$ cat config.mk
export PLATFORM = sky130hd
export DESIGN_NAME = id_ex_hazard_stage
export DESIGN_NICKNAME = d
export VERILOG_FILES = /design/src/rtl/id_ex_hazard_stage.sv
export SDC_FILE = /design/constraint.sdc
export NUM_CORES = 1
export LEC_CHECK = 0
export BUFFER_PORTS_ARGS = -buffer_cell sky130_fd_sc_hd__buf_2
export CAP_MARGIN = 20
export CORE_MARGIN = 5
export CORE_UTILIZATION = 47
export DETAILED_ROUTE_END_ITERATION = 10
export PLACE_DENSITY = 0.8
export SLEW_MARGIN = 30
export SYNTH_ARGS = -nofsm -noshare
export SYNTH_HDL_FRONTEND = slang
export SYNTH_SLANG_ARGS = --single-unit
$ cat constraint.sdc
create_clock -name clk -period 2 [get_ports clk]
set_input_delay 0.5 -clock clk [delete_from_list [all_inputs] [get_ports clk]]
set_output_delay 0.5 -clock clk [all_outputs]
set_load 0.02 [all_outputs]
$ cat src/rtl/id_ex_hazard_stage.sv
// ID/EX pipeline register with load-use hazard detection, branch flush, external hold,
// and saturating stall/flush statistics counters.
module id_ex_hazard_stage #(
    parameter int DATA_WIDTH = 32,
    parameter int CNT_WIDTH  = 16
) (
    input  logic                  clk,
    input  logic                  reset,
    input  logic [4:0]            ID_Rs,
    input  logic [4:0]            ID_Rt,
    input  logic [4:0]            ID_Rd,
    input  logic [DATA_WIDTH-1:0] ID_ReadData1,
    input  logic [DATA_WIDTH-1:0] ID_ReadData2,
    input  logic [DATA_WIDTH-1:0] ID_Imm,
    input  logic [2:0]            ID_ALUOp,
    input  logic                  ID_ALUSrc,
    input  logic                  ID_RegDst,
    input  logic                  ID_RegWrite,
    input  logic                  ID_MemRead,
    input  logic                  ID_MemWrite,
    input  logic                  ID_MemtoReg,
    input  logic                  ID_UsesRt,
    input  logic                  ID_Valid,
    input  logic                  Flush,
    input  logic                  Hold,
    output logic [4:0]            ID_EX_Rs,
    output logic [4:0]            ID_EX_Rt,
    output logic [4:0]            ID_EX_Rd,
    output logic [DATA_WIDTH-1:0] ID_EX_ReadData1,
    output logic [DATA_WIDTH-1:0] ID_EX_ReadData2,
    output logic [DATA_WIDTH-1:0] ID_EX_Imm,
    output logic [2:0]            ID_EX_ALUOp,
    output logic                  ID_EX_ALUSrc,
    output logic                  ID_EX_RegDst,
    output logic                  ID_EX_RegWrite,
    output logic                  ID_EX_MemRead,
    output logic                  ID_EX_MemWrite,
    output logic                  ID_EX_MemtoReg,
    output logic                  ID_EX_Valid,
    output logic                  Stall,
    output logic [CNT_WIDTH-1:0]  StallCount,
    output logic [CNT_WIDTH-1:0]  FlushCount
);

    typedef struct packed {
        logic [4:0]            rs;
        logic [4:0]            rt;
        logic [4:0]            rd;
        logic [DATA_WIDTH-1:0] rd1;
        logic [DATA_WIDTH-1:0] rd2;
        logic [DATA_WIDTH-1:0] imm;
        logic [2:0]            alu_op;
        logic                  alu_src;
        logic                  reg_dst;
        logic                  reg_write;
        logic                  mem_read;
        logic                  mem_write;
        logic                  mem_to_reg;
        logic                  valid;
    } stage_t;

    stage_t                 stage_q, stage_d, id_stage;
    logic [CNT_WIDTH-1:0]   stall_cnt_q, stall_cnt_d;
    logic [CNT_WIDTH-1:0]   flush_cnt_q, flush_cnt_d;
    logic                   hazard;

    always_comb begin
        id_stage = '{rs: ID_Rs, rt: ID_Rt, rd: ID_Rd,
                     rd1: ID_ReadData1, rd2: ID_ReadData2, imm: ID_Imm,
                     alu_op: ID_ALUOp, alu_src: ID_ALUSrc, reg_dst: ID_RegDst,
                     reg_write: ID_RegWrite, mem_read: ID_MemRead,
                     mem_write: ID_MemWrite, mem_to_reg: ID_MemtoReg,
                     valid: ID_Valid};
    end

    // A load in EX whose destination is a source of the instruction in ID.
    assign hazard = stage_q.valid & stage_q.mem_read & ID_Valid & (stage_q.rt != 5'd0) &
                    ((stage_q.rt == ID_Rs) | (ID_UsesRt & (stage_q.rt == ID_Rt)));
    assign Stall  = hazard | Hold;

    always_comb begin
        stage_d     = stage_q;
        stall_cnt_d = stall_cnt_q;
        flush_cnt_d = flush_cnt_q;
        if (!Hold) begin
            if (Flush) begin
                stage_d = '0;
                if (flush_cnt_q != '1) flush_cnt_d = flush_cnt_q + CNT_WIDTH'(1);
            end else if (hazard) begin
                stage_d = '0;
                if (stall_cnt_q != '1) stall_cnt_d = stall_cnt_q + CNT_WIDTH'(1);
            end else begin
                stage_d = id_stage;
            end
        end
    end

    always_ff @(posedge clk or negedge reset) begin
        if (!reset) begin
            stage_q     <= '0;
            stall_cnt_q <= '0;
            flush_cnt_q <= '0;
        end else begin
            stage_q     <= stage_d;
            stall_cnt_q <= stall_cnt_d;
            flush_cnt_q <= flush_cnt_d;
        end
    end

    assign ID_EX_Rs        = stage_q.rs;
    assign ID_EX_Rt        = stage_q.rt;
    assign ID_EX_Rd        = stage_q.rd;
    assign ID_EX_ReadData1 = stage_q.rd1;
    assign ID_EX_ReadData2 = stage_q.rd2;
    assign ID_EX_Imm       = stage_q.imm;
    assign ID_EX_ALUOp     = stage_q.alu_op;
    assign ID_EX_ALUSrc    = stage_q.alu_src;
    assign ID_EX_RegDst    = stage_q.reg_dst;
    assign ID_EX_RegWrite  = stage_q.reg_write;
    assign ID_EX_MemRead   = stage_q.mem_read;
    assign ID_EX_MemWrite  = stage_q.mem_write;
    assign ID_EX_MemtoReg  = stage_q.mem_to_reg;
    assign ID_EX_Valid     = stage_q.valid;
    assign StallCount      = stall_cnt_q;
    assign FlushCount      = flush_cnt_q;

endmodule

## After elaboration in Yosys (flattened, before gate mapping)

Index checks and enable logic that the tools add are counted.

- Flip-flop bits (word level): 153
- Latch bits: 0
- RAM bits: 0
- Memory bits (read-only): 0
- Input port bits: 126
- Output and inout port bits: 154
- Logic and storage cells: 36
- Memories kept: 0

- Add/subtract/negate cells: 2
- Multiply operators: 0
- Divide/modulo/power cells: 0
- Magnitude comparators: 0
- Equality and inequality tests: 4
- Shift-type cells: 0
- Muxes and demuxes: 2
- Bitwise gates (word level): 9
- Reduce and logical (&&, ||, !) cells: 3

Operators with widths:

| kind | number |
|---|---|
| $mux 121 | 2 |
| $add 16x1->16 const B | 2 |
| $ne 16x16->1 const B | 2 |
| $eq 5x5->1 | 2 |
| $and 1x1->1 | 5 |
| $reduce_bool 5->1 | 1 |
| $reduce_and 4->1 | 1 |
| $reduce_and 3->1 | 1 |
| $not 1->1 | 2 |
| $or 1x1->1 | 2 |

## Longest topological paths before layout

Gate-level depths: netlist of run 1.

- Depth after elaboration: 6
- Gate-level depth with buffers: 7
- Depth with buffers taken out: 6

## Least setup slack after synthesis of run 1

Ideal clock, no wire load.

- Path type: reg2out
- From: register stage_q, in the netlist ID_EX_Rt[0]
- To: output port Stall
- Arrival: 1391 ps
- Data required time: 1500 ps
- Slack: 109 ps
- Stages on the path, launching flop included: 6
- Cell sequence: dfrtp_1 > xnor2_1 > nand3_1 > o22ai_4 > nand2_2 > nand2b_1

- Word-level cells in the longest chain between the ends: 5

RTL lines:

| item | line | source |
|---|---|---|
| start, declared | 62 | `stage_t stage_q, stage_d, id_stage;` |
| start signal, assigned | 104 | `stage_q <= stage_d;` |
| $eq 5x5->1 | 78 | `((stage_q.rt == ID_Rs) \| (ID_UsesRt & (stage_q.rt == ID_Rt)));` |
| $and 1x1->1 | 78 |  |
| $or 1x1->1 | 78 |  |
| $and 1x1->1 * | 77 | `assign hazard = stage_q.valid & stage_q.mem_read & ID_Valid & (stage_q.rt != 5'd0) &` |
| $or 1x1->1 * | 79 | `assign Stall = hazard \| Hold;` |
| end, declared | 40 | `output logic Stall,` |

Mark *: on every way between the ends. The rest lies on a longest branch, timed or not.

## Worst setup path in the final report of run 1

Ends and elaborated chain as after synthesis.

==> impl_metrics.py, run 1 <==
metrics = {
    "synthesis": {
        "synth_area_mm2": 0.00604,
        "yosysMostFrequentCell": "dfrtp_1",
        "synth_ff_type": "dfrtp_1",
        "ys_async_sr_fraction": 1.00,
        "ys_seq_area_frac": 0.634,
        "ys_warn_count": 0,
        "yosysUniqueCellTypes": 34,
        "syn-instance-count": 438,
        "syn_nets": 566,
        "synth.ff_latch_count": 153,
        "synth.area.top_cells": "dfrtp_1, a32o_1, a22o_1",
        "syn_avg_cell_area_um2": 13.8,
        "synth_edf_count": 0,
        "synthTopCellsByCount": "dfrtp_1, a32o_1, a22o_1",
        "netlist.area_leader.share": 0.634,
        "synth_top_area_cell": "dfrtp_1",
    },
    "clock_network": {
        "cts.sinks": 153,
        "cts_root_buf": "clkbuf_16",
        "clk_path_buf_depth": 2,
        "cts_tree": "built",
        "path_clk_slew_ps": 60,
        "numCtsBuffers": 17,
        "clk_latency_ps": 420,
        "htree_levels": 4,
    },
    "placed_design": {
        "place_congestion": 0.834,
        "dp_hpwl_mm": 12.8,
        "portBuffers": 279,
    },
    "global_route": {
        "first_global_vias": 5385,
        "antenna_found_initial": 1,
        "top_usage_layer": "met2",
        "grtUsageMet3": 0.0723,
        "gr-usage-met1": 0.277,
        "track_usage": 0.232,
        "met2_usage": 0.391,
        "grt_overflow": 0,
        "grt_pass1_wl_mm": 27.4,
        "grt_max_degree": 81,
    },
    "floorplan": {
        "die_area_mm2": 0.0152,
        "die_y_um": 123,
        "rows": 41,
        "initial_core_util": 0.478,
        "fp.dieW_um": 123,
        "io_pins": 280,
        "coreArea_mm2": 0.0126,
    },
    "critical_path": {
        "crit_arrival_ps": 1630,
        "required_ps": 1500,
        "slowest_stage": "dfrtp_2",
        "slowest_delay_ps": 460,
        "worst-path-max-fanout": 5,
        "path_class": "register to output pin",
        "endpoint_kind": "output pin",
        "critPathLaunchType": "register",
        "cp_cell_sequence": "xnor2_1 > nand2_1 > o22ai_4 > nand2_2 > nand2b_4 > buf_6",
    },
    "routing": {
        "post_drt_via_cell_ratio": 5.66,
        "first_iter_violations": 373,
        "via_count": 5149,
        "wl_mm": 17.6,
        "first_pass_iters": 4,
        "ant_nets": 0,
        "wire_per_inst_um": 19.3,
        "remaining_drc_errors": 0,
    },
    "sta": {
        "rsz0062_at_grt": "true",
        "max_freq_mhz": 470,
        "layout_setup_ws_ps": -128,
        "period_needed_ps": 2130,
        "drv_slew": 0,
        "period_share": 1.06,
        "hold_violations": 0,
        "finalSetupViolCount": 1,
        "relSlewSlack": 0.642,
        "worst_slew_pin_slew_ps": 535,
        "fin_worst_skew_ps": 5.54,
    },
    "layout": {
        "antenna_cells": 0,
        "nets": 855,
        "drive_above_1_share": 0.485,
        "final_util": 0.669,
        "fillers": 984,
        "area_growth_pct": 39.8,
    },
    "run": {
        "cap_viol_max_count": 0,
    },
    "power": {
        "peakVddDrop_v": 0.000639,
        "power.density_mw_per_mm2": 938,
        "power_mw": 7.91,
        "total_leakage_power_nw": 4.38,
    },
    "hold_path": {
        "hp-class": "input pin to async pin",
    },
    "outcome": {
        "outcome": "finished with violations",
        "violations": "negative setup slack",
    },
}
==> registers in the layout (all words and copies together), names as in the netlist <==
| signal | cells |
|---|---|
| ID_EX_MemRead | 1 |
| FlushCount | 16 |
| ID_EX_Valid | 1 |
| ID_EX_ReadData2 | 32 |
| ID_EX_Rd | 5 |
| ID_EX_ReadData1 | 32 |
| ID_EX_RegDst | 1 |
| ID_EX_MemWrite | 1 |
| ID_EX_Imm | 32 |
| ID_EX_RegWrite | 1 |
| StallCount | 16 |
| ID_EX_ALUSrc | 1 |
| ID_EX_MemtoReg | 1 |
| ID_EX_Rs | 5 |
| ID_EX_Rt | 5 |
| ID_EX_ALUOp | 3 |
==> per-layer routing <==
metal	wire length, um	up-vias	share of wire
li1	-	2289	-
met1	6670	2595	0.38
met2	9210	224	0.52
met3	1250	39	0.071
met4	427	2	0.024
met5	13	-	0.00074
==> path summary, 6_finish.rpt <==
check | end | depth (start not counted) | startpoint | slack, ps
setup / recovery | Stall | 6 | ID_EX_Rt[0] | -130
hold / removal | FlushCount[15] | 1 | reset | 20
setup reg to reg | ID_EX_RegDst | 8 | ID_EX_Rt[0] | 130
hold reg to reg | ID_EX_ReadData1[0] | 1 | ID_EX_ReadData1[0] | 480
max in group asynchronous | ID_EX_ReadData2[7] | 2 | reset | 1410
min in group clk | ID_EX_ReadData1[13] | 2 | ID_ReadData1[13] | 300
==> what timing repair did <==
item | 4_1_cts | 5_1_grt
buffers inserted | 6 | 4
resized for setup | 9 | 10
pin swaps | 4 | 8
endpoints found under the setup margin | 1 | 1
hold buffers | 0 | 0
==> cell type report <==
cell class | count | area, um2 | area share
clock buffer | 20 | 457 | 0.0541
clock inverter | 10 | 103 | 0.0122
inverter | 1 | 3.75 | 0.000445
multi-input combinational | 248 | 2140 | 0.253
sequential | 153 | 3830 | 0.454
tap | 172 | 215 | 0.0255
timing repair buffer | 306 | 1690 | 0.201
==> worst max-delay path: cells and delay by family (launching register included) <==
family,cells,cell delay (ps)
buffers and inverters,1,110
AOI/OAI and AO/OA,1,160
and+or+nand+nor,3,310
xor gates and xnor gates,1,170
DFF,1,460
==> power by group <==
| part | leakage (nW) | total [mW] | internal [mW] | switching [mW] |
|---|---|---|---|---|
| Clock | 0.281 | 3.06 | 1.87 | 1.19 |
| Sequential | 2.01 | 3.55 | 3.35 | 0.202 |
| Combinational | 2.10 | 1.31 | 0.539 | 0.767 |
| Total | 4.38 | 7.91 | 5.75 | 2.16 |
==> metrics by stage <==
stage / instances / setup TNS, ps / hold slack [ps] / worst slack [ps] / cell area [um2]
floorplan: 438 / 0 / 204 / 109 / 6040
global placement: 870 / -33.1 / 469 / -33.1 / 7720
detailed placement: 870 / -880 / 474 / -35.3 / 7720
CTS: 906 / -185 / 24.3 / -185 / 8350
global route: 910 / -213 / 33.5 / -213 / 8440
finish: 910 / -128 / 21.3 / -128 / 8440
==> logic make-up after synthesis <==
| kind of cell | Yosys count | share of synthesized area |
|---|---|---|
| buf+inv | 37 | 0.0267 |
| flops | 153 | 0.634 |
| xor+xnor | 40 | 0.0580 |
| simple gates | 74 | 0.0680 |
| mux | 2 | 0.00373 |
| compound gates | 130 | 0.205 |
| fa+ha+maj | 2 | 0.00414 |
==> cells in the final DEF (no fill, tap or decap), types with 8 or more instances in the layout <==
cell,instances
a32o_1,72
nand4_1,15
dfrtp_1,148
buf_2,276
xor2_1,9
clkbuf_16,17
a22o_1,49
nand2_1,8
nand3_1,16
buf_4,21
xnor2_1,24
No activity file was read; power rests on OpenSTA's default activity.
==> inputs of run 2 (changes only) <==
--- a/config.mk
+++ b/config.mk
@@ -11,6 +11,7 @@
 export CORE_UTILIZATION = 47
 export DETAILED_ROUTE_END_ITERATION = 10
 export PLACE_DENSITY = 0.8
+export SETUP_SLACK_MARGIN = 0.1
 export SLEW_MARGIN = 30
 export SYNTH_ARGS = -nofsm -noshare
 export SYNTH_HDL_FRONTEND = slang
==> impl_metrics.py, run 2 (same netlist as run 1, synthesis figures left out) <==
metrics = {
    "clock_network": {
        "htree_levels": 4,
        "clk_path_buf_depth": 2,
        "clk_latency_ps": 420,
        "cts.sinks": 153,
        "numCtsBuffers": 17,
        "path_clk_slew_ps": 60,
        "hold_buffers": 0,
        "cts_tree": "built",
        "cts_root_buf": "clkbuf_16",
    },
    "routing": {
        "via_count": 5198,
        "first_pass_iters": 5,
        "ant_nets": 0,
        "remaining_drc_errors": 0,
        "wl_mm": 17.7,
        "wire_per_inst_um": 19.4,
        "first_iter_violations": 385,
        "post_drt_via_cell_ratio": 5.71,
    },
    "sta": {
        "tns_ps": -138,
        "drv_slew": 0,
        "rsz0062_at_grt": "true",
        "fin_worst_skew_ps": 6.20,
        "layout_setup_ws_ps": -138,
        "worst_slew_pin_slew_ps": 535,
        "finalSetupViolCount": 1,
        "period_needed_ps": 2140,
        "period_share": 1.07,
        "holdWs_ps": 20.4,
        "hold_violations": 0,
        "relSlewSlack": 0.642,
        "max_freq_mhz": 468,
    },
    "power": {
        "power.density_mw_per_mm2": 937,
        "peakVddDrop_v": 0.000639,
        "total_leakage_power_nw": 4.39,
        "power_frac_seq": 0.448,
        "p_comb_frac": 0.165,
        "netSwitchingPower_mw": 2.17,
        "power_mw": 7.92,
        "switching_share": 0.273,
        "power_frac_clock": 0.387,
        "intPower_mw": 5.76,
    },
    "layout": {
        "antenna_cells": 0,
        "drive_above_1_share": 0.486,
        "final_common_cell": "buf_2",
        "area_growth_pct": 40.0,
        "stdcell_count": 910,
        "nets": 855,
        "mostFrequentLayoutCells": "buf_2, dfrtp_1, a32o_1, a22o_1, xnor2_1",
    },
    "placed_design": {
        "dp.cells": 870,
        "place_congestion": 0.834,
        "dp_hpwl_mm": 12.8,
        "portBuffers": 279,
    },
    "critical_path": {
        "path_class": "register to output pin",
        "r2r-start": "ID_EX_Rt[3]",
        "required_ps": 1500,
        "endpoint_kind": "output pin",
        "r2r_end": "StallCount[1]",
        "worst-path-max-fanout": 4,
        "critPathLaunchType": "register",
        "reg2reg_depth": 7,
        "crit_arrival_ps": 1640,
        "regToRegSetupSlack_ps": 180,
    },
    "global_route": {
        "antenna_found_initial": 1,
        "grt_overflow": 0,
        "track_usage": 0.232,
        "grt_pass1_wl_mm": 27.4,
        "grt_max_degree": 81,
        "first_global_vias": 5385,
    },
    "run": {
        "cap_viol_max_count": 0,
    },
    "floorplan": {
        "rows": 41,
        "fp.dieW_um": 123,
        "io_pins": 280,
        "die_y_um": 123,
        "coreArea_mm2": 0.0126,
        "initial_core_util": 0.478,
        "die_area_mm2": 0.0152,
    },
    "hold_path": {
        "hp-class": "input pin to async pin",
    },
    "outcome": {
        "outcome": "finished with violations",
        "violations": "negative setup slack",
    },
}
==> run 2: cell types whose count changed in the layout (fill, tap and decap cells not counted) <==
cell,before,now
buf_4,21,20
buf_8,0,1
nor3_1,5,4
nor3_2,1,2
==> run 2: layout make-up <==
class	instances	area, um2
Fill cell	980	4170
Sequential cell	153	3830
Multi-Input combinational cell	248	2140
Timing Repair Buffer	306	1700
Clock buffer	20	457
Tap cell	172	215
Clock inverter	10	103
Inverter	1	3.75
==> run 2: worst max path at each step <==
stage / startpoint / endpoint / slack, ps / cells past startpoint
2_1_floorplan: ID_EX_Rt[0] / Stall / 110 / 5
3_3_place_gp: ID_Rs[0] / Stall / -30 / 7
3_5_place_dp: ID_Rs[0] / ID_EX_Imm[21] / -40 / 7
4_1_cts: ID_EX_Rt[1] / Stall / -190 / 6
5_1_grt: ID_EX_Rt[0] / Stall / -210 / 6
6_report: ID_EX_Rt[3] / Stall / -140 / 6
==> run 2: power groups by stage <==
| stage | logic, mW | clock network, mW | registers [mW] |
|---|---|---|---|
| after global routing | 1.41 | 3.25 | 3.58 |
| after CTS | 1.29 | 3.10 | 3.54 |
| after detailed placement | 1.27 | 0 | 3.59 |
| final | 1.31 | 3.06 | 3.55 |
| after global placement | 1.24 | 0 | 3.57 |
| after floorplan | 0.366 | 0 | 3.88 |
==> run 2: stage by stage <==
step,setup WS (ps),area (um2),util
floorplan,109,6040,-
global placement,-33.1,7720,0.612
detailed placement,-35.3,7720,0.612
CTS,-185,8350,0.662
global route,-213,8450,0.670
finish,-138,8450,0.670
==> run 2: worst max-delay path, stage by stage (launching register included) <==
cell      delay, ps
dfrtp_2         460
buf_4           160
nor2_1          210
a21oi_4         100
nand2_2         110
nand2b_4         60
buf_6           130
==> run 2: timing repair <==
item                                    in CTS  in global routing
resized for setup                            9                 14
buffers inserted                             6                  4
pin swaps                                    4                  8
endpoints found under the setup margin      47                113
==> run 2: layer usage <==
metal / vias up / routed length (um) / global-route usage
li1: 2290 / - / -
met1: 2619 / 6690 / 0.277
met2: 242 / 9150 / 0.391
met3: 45 / 1350 / 0.0723
met4: 2 / 475 / 0.0948
met5: - / 13 / 0
